`src/rtl/display_scan_ctrl.sv`:
```
// display_scan_ctrl: 8-digit seven-segment scan scheduler with frame-aligned value commit
module display_scan_ctrl #(
  parameter int PRESCALE = 50000,
  parameter int BLANK_CYCLES = 500
) (
  input  logic        clock_i,
  input  logic        reset_i,
  input  logic        wr_valid_i,
  input  logic [31:0] wr_data_i,
  output logic        wr_ready_o,
  input  logic        lz_en_i,
  output logic [7:0]  anode_o,
  output logic [2:0]  digit_sel_o,
  output logic [3:0]  nibble_o,
  output logic        frame_start_o
);
  localparam int MAXC = PRESCALE > BLANK_CYCLES ? PRESCALE : BLANK_CYCLES;
  localparam int TW = MAXC > 1 ? $clog2(MAXC) : 1;
  localparam logic [TW-1:0] SHOW_LAST = TW'(PRESCALE - 1);
  localparam logic [TW-1:0] BLANK_LAST = TW'(BLANK_CYCLES - 1);
  typedef enum logic {BLANK, SHOW} state_t;
  state_t        state_q, state_d;
  logic [TW-1:0] timer_q, timer_d;
  logic [2:0]    digit_q, digit_d;
  logic [31:0]   active_q, active_d, pending_q, pending_d;
  logic          pend_v_q, pend_v_d;
  logic [7:0]    anode_q, anode_d;
  logic [3:0]    nibble_q, nibble_d;
  logic          frame_q, frame_d;
  logic          show_end, blank_end, commit, accept, suppress;
  always_ff @(posedge clock_i or posedge reset_i)
    if (reset_i) begin
      state_q   <= BLANK;
      timer_q   <= '0;
      digit_q   <= 3'd7;
      active_q  <= '0;
      pending_q <= '0;
      pend_v_q  <= 1'b0;
      anode_q   <= 8'hFF;
      nibble_q  <= '0;
      frame_q   <= 1'b0;
    end else begin
      state_q   <= state_d;
      timer_q   <= timer_d;
      digit_q   <= digit_d;
      active_q  <= active_d;
      pending_q <= pending_d;
      pend_v_q  <= pend_v_d;
      anode_q   <= anode_d;
      nibble_q  <= nibble_d;
      frame_q   <= frame_d;
    end
  // Commit and accept are mutually exclusive: commit needs a full buffer, accept an empty one.
  always_comb begin
    show_end  = state_q == SHOW && timer_q == SHOW_LAST;
    blank_end = state_q == BLANK && timer_q == BLANK_LAST;
    state_d   = show_end ? BLANK : blank_end ? SHOW : state_q;
    timer_d   = (show_end || blank_end) ? '0 : timer_q + 1'b1;
    digit_d   = blank_end ? digit_q + 3'd1 : digit_q;
    commit    = blank_end && digit_q == 3'd7 && pend_v_q;
    accept    = wr_valid_i && !pend_v_q;
    active_d  = commit ? pending_q : active_q;
    pending_d = accept ? wr_data_i : pending_q;
    pend_v_d  = accept ? 1'b1 : commit ? 1'b0 : pend_v_q;
  end
  always_comb begin
    suppress = lz_en_i && digit_d != 3'd0 && (active_d >> {digit_d, 2'b00}) == 32'd0;
    anode_d  = show_end ? 8'hFF : blank_end ? (suppress ? 8'hFF : ~(8'd1 << digit_d)) : anode_q;
    nibble_d = active_d[{digit_d, 2'b00} +: 4];
    frame_d  = blank_end && digit_q == 3'd7;
  end
  assign wr_ready_o    = !pend_v_q;
  assign anode_o       = anode_q;
  assign digit_sel_o   = digit_q;
  assign nibble_o      = nibble_q;
  assign frame_start_o = frame_q;
endmodule

```
`config.mk`:
```
export PLATFORM = sky130hd
export DESIGN_NAME = display_scan_ctrl
export DESIGN_NICKNAME = d
export VERILOG_FILES = /design/src/rtl/display_scan_ctrl.sv
export SDC_FILE = /design/constraint.sdc
export NUM_CORES = 1
export LEC_CHECK = 0
export ABC_CLOCK_PERIOD_IN_PS = 8900
export BUFFER_PORTS_ARGS = -buffer_cell sky130_fd_sc_hd__buf_2
export CAP_MARGIN = 10
export CORE_MARGIN = 1
export CORE_UTILIZATION = 35
export DETAILED_ROUTE_END_ITERATION = 16
export PLACE_DENSITY = 0.55
export SLEW_MARGIN = 20
export SYNTH_ARGS = -nofsm -noshare
export SYNTH_HDL_FRONTEND = slang
export SYNTH_SLANG_ARGS = --single-unit
```
`constraint.sdc`:
```
create_clock -name clock_i -period 8.9 [get_ports clock_i]
set_clock_uncertainty 0.2 [all_clocks]
set_input_delay 0 -clock clock_i [delete_from_list [all_inputs] [get_ports clock_i]]
set_output_delay 0 -clock clock_i [all_outputs]
set_load 0.05 [all_outputs]
```
# Yosys cells after proc, flatten, opt, wreduce, memory -nomap -nowiden
# Index checks and enable logic that the tools add are counted.
# classes
eq_ne,3
bitwise,2
reduce_logical,13
multipliers,0
magnitude_cmp,0
add_sub_neg,2
div,0
shifts,3
n_mux,10
# ops
cell,n
$logic_not A32 Y1,1
$mux W32,1
$shiftx A32 B6 Y4,1
$shr A32 B5 Y32,1
$mux W8,3
$add A16 B1 Y16 const B,1
$eq A16 B16 Y1 const B,1
$eq A16 B9 Y1 const B,1
$mux W16,1
$not A8 Y8,1
$shl A1 B3 Y8 const A,1
$logic_and A1 B1 Y1,7
$mux W1,4
$reduce_bool A2 Y1,2
$add A3 B1 Y3 const B,1
$eq A3 B3 Y1 const B,1
$mux W3,1
$reduce_bool A3 Y1,1
$logic_not A1 Y1,1
$logic_or A1 B1 Y1,1
$not A1 Y1,1
# totals
register_bits,98
inputBits,36
latchBits,0
n_memories,0
rom_bits,0
output_inout_bits,17
elab_cells,42
ramBits,0

# Logic depth before layout (Yosys ltp)
# depth
depth_word,11
ltp_mapped,13
depth_no_buf,11

# Least setup slack after synthesis
# OpenSTA, ideal clock, no wires.
# synth_timing
kind,reg2reg
start,register digit_q[1] (netlist: digit_sel_o[1])
end,register anode_q[2] (netlist: anode_o[2])
setup_ps,77
path_stages_with_launch,14
arrival_time_ps,3375
synth_period_minus_slack_ps,3652
path_buffers,3
required_time_ps,8623
slack_ps,5248
path_cell_list,dfstp_2 ha_1 ha_1 and2_1 clkbuf_1 clkbuf_1 buf_1 nand2_1 o211ai_1 o311a_1 o2111ai_1 nor4_2 a21oi_1 a31oi_1
# synth_via
elab_chain_cells,10
word_cells_on_any_way,16
cone_classes,add/sub (1); eq/ne (1); shift (2); mux (5); bitwise (1); reduce/logical (6)
# synth_lines
item,line_no,text
"start, declared",24,"logic [2:0] digit_q, digit_d;"
"start signal, assigned",45,digit_q <= digit_d;
branches (longest 7 deep; another with $add A3 B1 Y3),--,
$mux W8 * (3 in series),68,anode_d = show_end ? 8'hFF : blank_end ? (suppress ? 8'hFF : ~(8'd1 << digit_d)) : anode_q;
"end signal, assigned",49,anode_q <= anode_d;
"end, declared",27,"logic [7:0] anode_q, anode_d;"
# Every way passes the cells marked *. The select of a mux whose other input is x is not followed.
# A chain may end at the register's enable or synchronous reset.

# Worst setup path in the final report
# layout_timing
start,register digit_q[0] (netlist: digit_sel_o[0])
end,register anode_q[3] (netlist: anode_o[3])
# The elaborated chain is that of the path after synthesis.

==> results.txt <==
----------------------------------------------------
[Route]
  DR vias ... 4,454
  Remaining routing DRC violations ... 0
  Ratio of routed vias to standard cells ... 5.38
  Routed Antenna Nets ... 0
  Routed wire per std cell ... 16.4 um
  Iteration-0 DRC Markers ... 252
  Number of detailed-route iterations in the first pass ... 5
  Routed WL ... 13,600 um

[Clock network]
  Clock network latency to the later pin of the worst-skew pair ... 0.35 ns
  Max Root-Sink Buffers ... 2
  Inserted Clock Buffers ... 9
  Clock Root Buffer ... sky130_fd_sc_hd__clkbuf_16
  Clock sink count ... 98
  TritonCTS clock tree ... yes
  Post-cts resize count ... 0
  Clock-pin transition on the worst setup and hold timing paths ... 0.07 ns
  Total number of H-tree levels ... 3

[Yosys]
  Net count after synthesis ... 604
  Average cell area after synthesis ... 9.61 sq um
  Area share of the largest cell type after synthesis ... 40.1%
  Share of synthesized flip-flops with an asynchronous set or reset ... 100%
  Register area share after synthesis ... 45.4%
  Most frequent cells after synthesis ... sky130_fd_sc_hd__nand2_1, sky130_fd_sc_hd__dfrtp_1, sky130_fd_sc_hd__nor2_1, sky130_fd_sc_hd__mux2_2, sky130_fd_sc_hd__mux2i_1
  Cell area after synthesis ... 5430 sq um
  EDFF count, synth ... 0
  Top post-synthesis cells by area ... sky130_fd_sc_hd__dfrtp_1, sky130_fd_sc_hd__mux2_2, sky130_fd_sc_hd__nand2_1
  Gate Count Post-Synth ... 565
  Yosys cell types ... 57
  Number of warning messages in the yosys log ... 0
  Largest area contributor in the synthesized netlist ... sky130_fd_sc_hd__dfrtp_1
  Synthesis-stage register bit count ... 98
  Top-count cell post-synth ... sky130_fd_sc_hd__nand2_1
  Commonest register cell after synthesis ... sky130_fd_sc_hd__dfrtp_1

[STA]
  Worst-Margin Slew ... 0.912 ns
  Final Setup Violations ... 0
  Final count of pins violating max slew ... 0
  Rel. slew slack ... 39.1%
  Worst Slack Setup Final ... 3.95 ns
  Hold_ws ... 0.0450 ns
  Clock period minus final worst setup slack ... 4.95 ns
  Final period util ... 55.6%
  Number of endpoints with negative hold slack in the final report ... 0
  Top achievable clock speed ... 202 MHz
  Setup total negative slack ... 0 ns
  RSZ-0062 raised after global routing ... false

[Global routing]
  First-pass GRT wire length ... 22,600 um
  Largest net degree at the start of global routing ... 72
  All-Layer GR Usage ... 18.0%
  Number of global-route vias before repair ... 4,355
  Number of antenna violations at the first check in global routing ... 0
  Global-route congestion overflow total ... 0

[Layout]
  Number of antenna repair diodes ... 0
  Filler Cells Inserted ... 1,487
  Area added between synthesis and finish ... 19.9%
  Fraction of layout instances using a drive strength above 1 ... 23.9%
  # nets final ... 674

[Worst setup path]
  Crit path kind ... flop to flop
  Type of origin of the critical path ... flop
  Critical path arrival ... 5.02 ns
  Worst setup EP type ... flop
  Critical path fanouts, max ... 71
  Worst endpoint required time ... 8.97 ns

[Floorplanning]
  Core footprint ... 15,100 sq um
  Area of the die ... 16,000 sq um
  Die Span Y ... 127 um
  Number of top-level pins ... 53
  Row Count ... 45
  Starting utilization of the core area ... 35.8%
  Die width ... 127 um

[Min path]
  Type of the most critical hold path ... input pin to asynchronous set/reset pin

[Placement]
  Hpwl dp ... 9690 um
  Number of I/O port buffers ... 52
  Final Wtd Congestion ... 0.928
  Worst setup slack after placement ... 3.95 ns

[Flow run]
  Max-cap violations ... 0

[Power]
  Max IR drop VDD ... 0.000101 V
  Leakage power of the design ... 2.91 nW
  Power per Cell Area ... 144 nW/um^2

[Status]
  Status ... completed

----------------------------------------------------
power breakdown:
part	switching, mW	internal, mW	leakage [nW]
registers	0.0221	0.463	1.26
clock network	0.161	0.240	0.159
logic	0.0192	0.0323	1.49
path summary, 6_finish.rpt:
path / start / slack, ns / cells after the start / to
max: digit_sel_o[0] / 3.95 / 11 / anode_o[3]
min: reset_i / 0.04 / 3 / frame_start_o
min reg2reg: timer_q[0] / 0.26 / 1 / timer_q[0]
min in group clock_i: lz_en_i / 0.07 / 7 / anode_o[1]
max in group asynchronous: reset_i / 7.37 / 4 / active_q[28]
max reg2reg: digit_sel_o[0] / 3.95 / 11 / anode_o[3]
layout make-up:
class                   count  area (sq um)  share of cell area (%)
clock buffers              12           267                    4.10
repair buffers             94           661                    10.2
well taps                 188           235                    3.61
inverters                  13          51.3                   0.788
flip-flops and latches     98          2470                    37.9
clock inverters             4          48.8                   0.750
multi-input cells         419          2780                    42.7
worst max-delay path, cell delays in order (launching register included):
cell and delay, ns:
sky130_fd_sc_hd__dfstp_2 0.52, sky130_fd_sc_hd__buf_4 0.61, sky130_fd_sc_hd__ha_1 0.27, sky130_fd_sc_hd__ha_1 0.24
sky130_fd_sc_hd__nand2_1 0.56, sky130_fd_sc_hd__nor2_2 0.83, sky130_fd_sc_hd__a211oi_1 0.20, sky130_fd_sc_hd__nor4_1 0.44
sky130_fd_sc_hd__a31oi_1 0.16, sky130_fd_sc_hd__nor4_2 0.45, sky130_fd_sc_hd__a21oi_1 0.16, sky130_fd_sc_hd__a21oi_1 0.21
logic make-up (layout without fill, tap and decap cells):
kind of cell / after synthesis / after routing / share of synthesized area, %
simple gates: 246 / 246 / 21.5
flops: 98 / 98 / 45.4
compound gates: 81 / 81 / 10.3
mux: 75 / 75 / 16.2
buf+inv: 48 / 123 / 3.64
xor+xnor: 14 / 14 / 2.26
fa+ha+maj: 3 / 3 / 0.691
routing by layer:
metal	routed length [um]	vias up	track usage, %	part of all wire, %
met1	6310	2162	24.2	47
met3	674	20	4.72	5.0
met4	208	0	5.46	1.5
met2	6360	129	28.2	47
met5	0	-	0	0
li1	-	2143	-	-
sequential cells by signal, indices dropped and copies added (netlist names):
name	cells
timer_q	16
pend_v_q	1
pending_q	32
state_q	1
active_q	32
digit_sel_o	3
anode_o	8
nibble_o	4
frame_start_o	1
timing repair:
action | CTS | global route
buffers inserted | 0 | 0
hold endpoints to repair | 76 | 0
hold buffers | 34 | 0
layout by cell type (no fill, tap or decap), types with 7 or more instances in the layout:
cell	netlist	layout
sky130_fd_sc_hd__buf_4	1	8
sky130_fd_sc_hd__o21ai_0	12	12
sky130_fd_sc_hd__buf_2	5	52
sky130_fd_sc_hd__dfstp_2	11	11
sky130_fd_sc_hd__inv_1	12	11
sky130_fd_sc_hd__nor2_1	55	54
sky130_fd_sc_hd__nand3_1	12	12
sky130_fd_sc_hd__a31oi_1	7	7
sky130_fd_sc_hd__dlygate4sd3_1	0	34
sky130_fd_sc_hd__dfrtp_1	87	87
sky130_fd_sc_hd__a21oi_1	20	20
sky130_fd_sc_hd__a211oi_1	7	7
sky130_fd_sc_hd__xor2_1	8	8
sky130_fd_sc_hd__nand2_1	106	106
sky130_fd_sc_hd__nor3_1	17	17
sky130_fd_sc_hd__mux2i_1	26	26
sky130_fd_sc_hd__mux2_2	43	43
sky130_fd_sc_hd__nand2b_1	9	9
sky130_fd_sc_hd__clkbuf_16	0	9
stage by stage:
| stage | power (mW) | std cells | util [%] | instance area, sq um |
|---|---|---|---|---|
| floorplan | 0.511 | 565 | - | 5430 |
| global placement | 0.534 | 778 | 38.6 | 5850 |
| detailed placement | 0.535 | 778 | 38.6 | 5850 |
| CTS | 0.953 | 828 | 43.0 | 6510 |
| global route | 0.978 | 828 | 43.0 | 6510 |
| finish | 0.938 | 828 | 43.0 | 6510 |
Note: power is estimated with default switching activity, not from simulation.
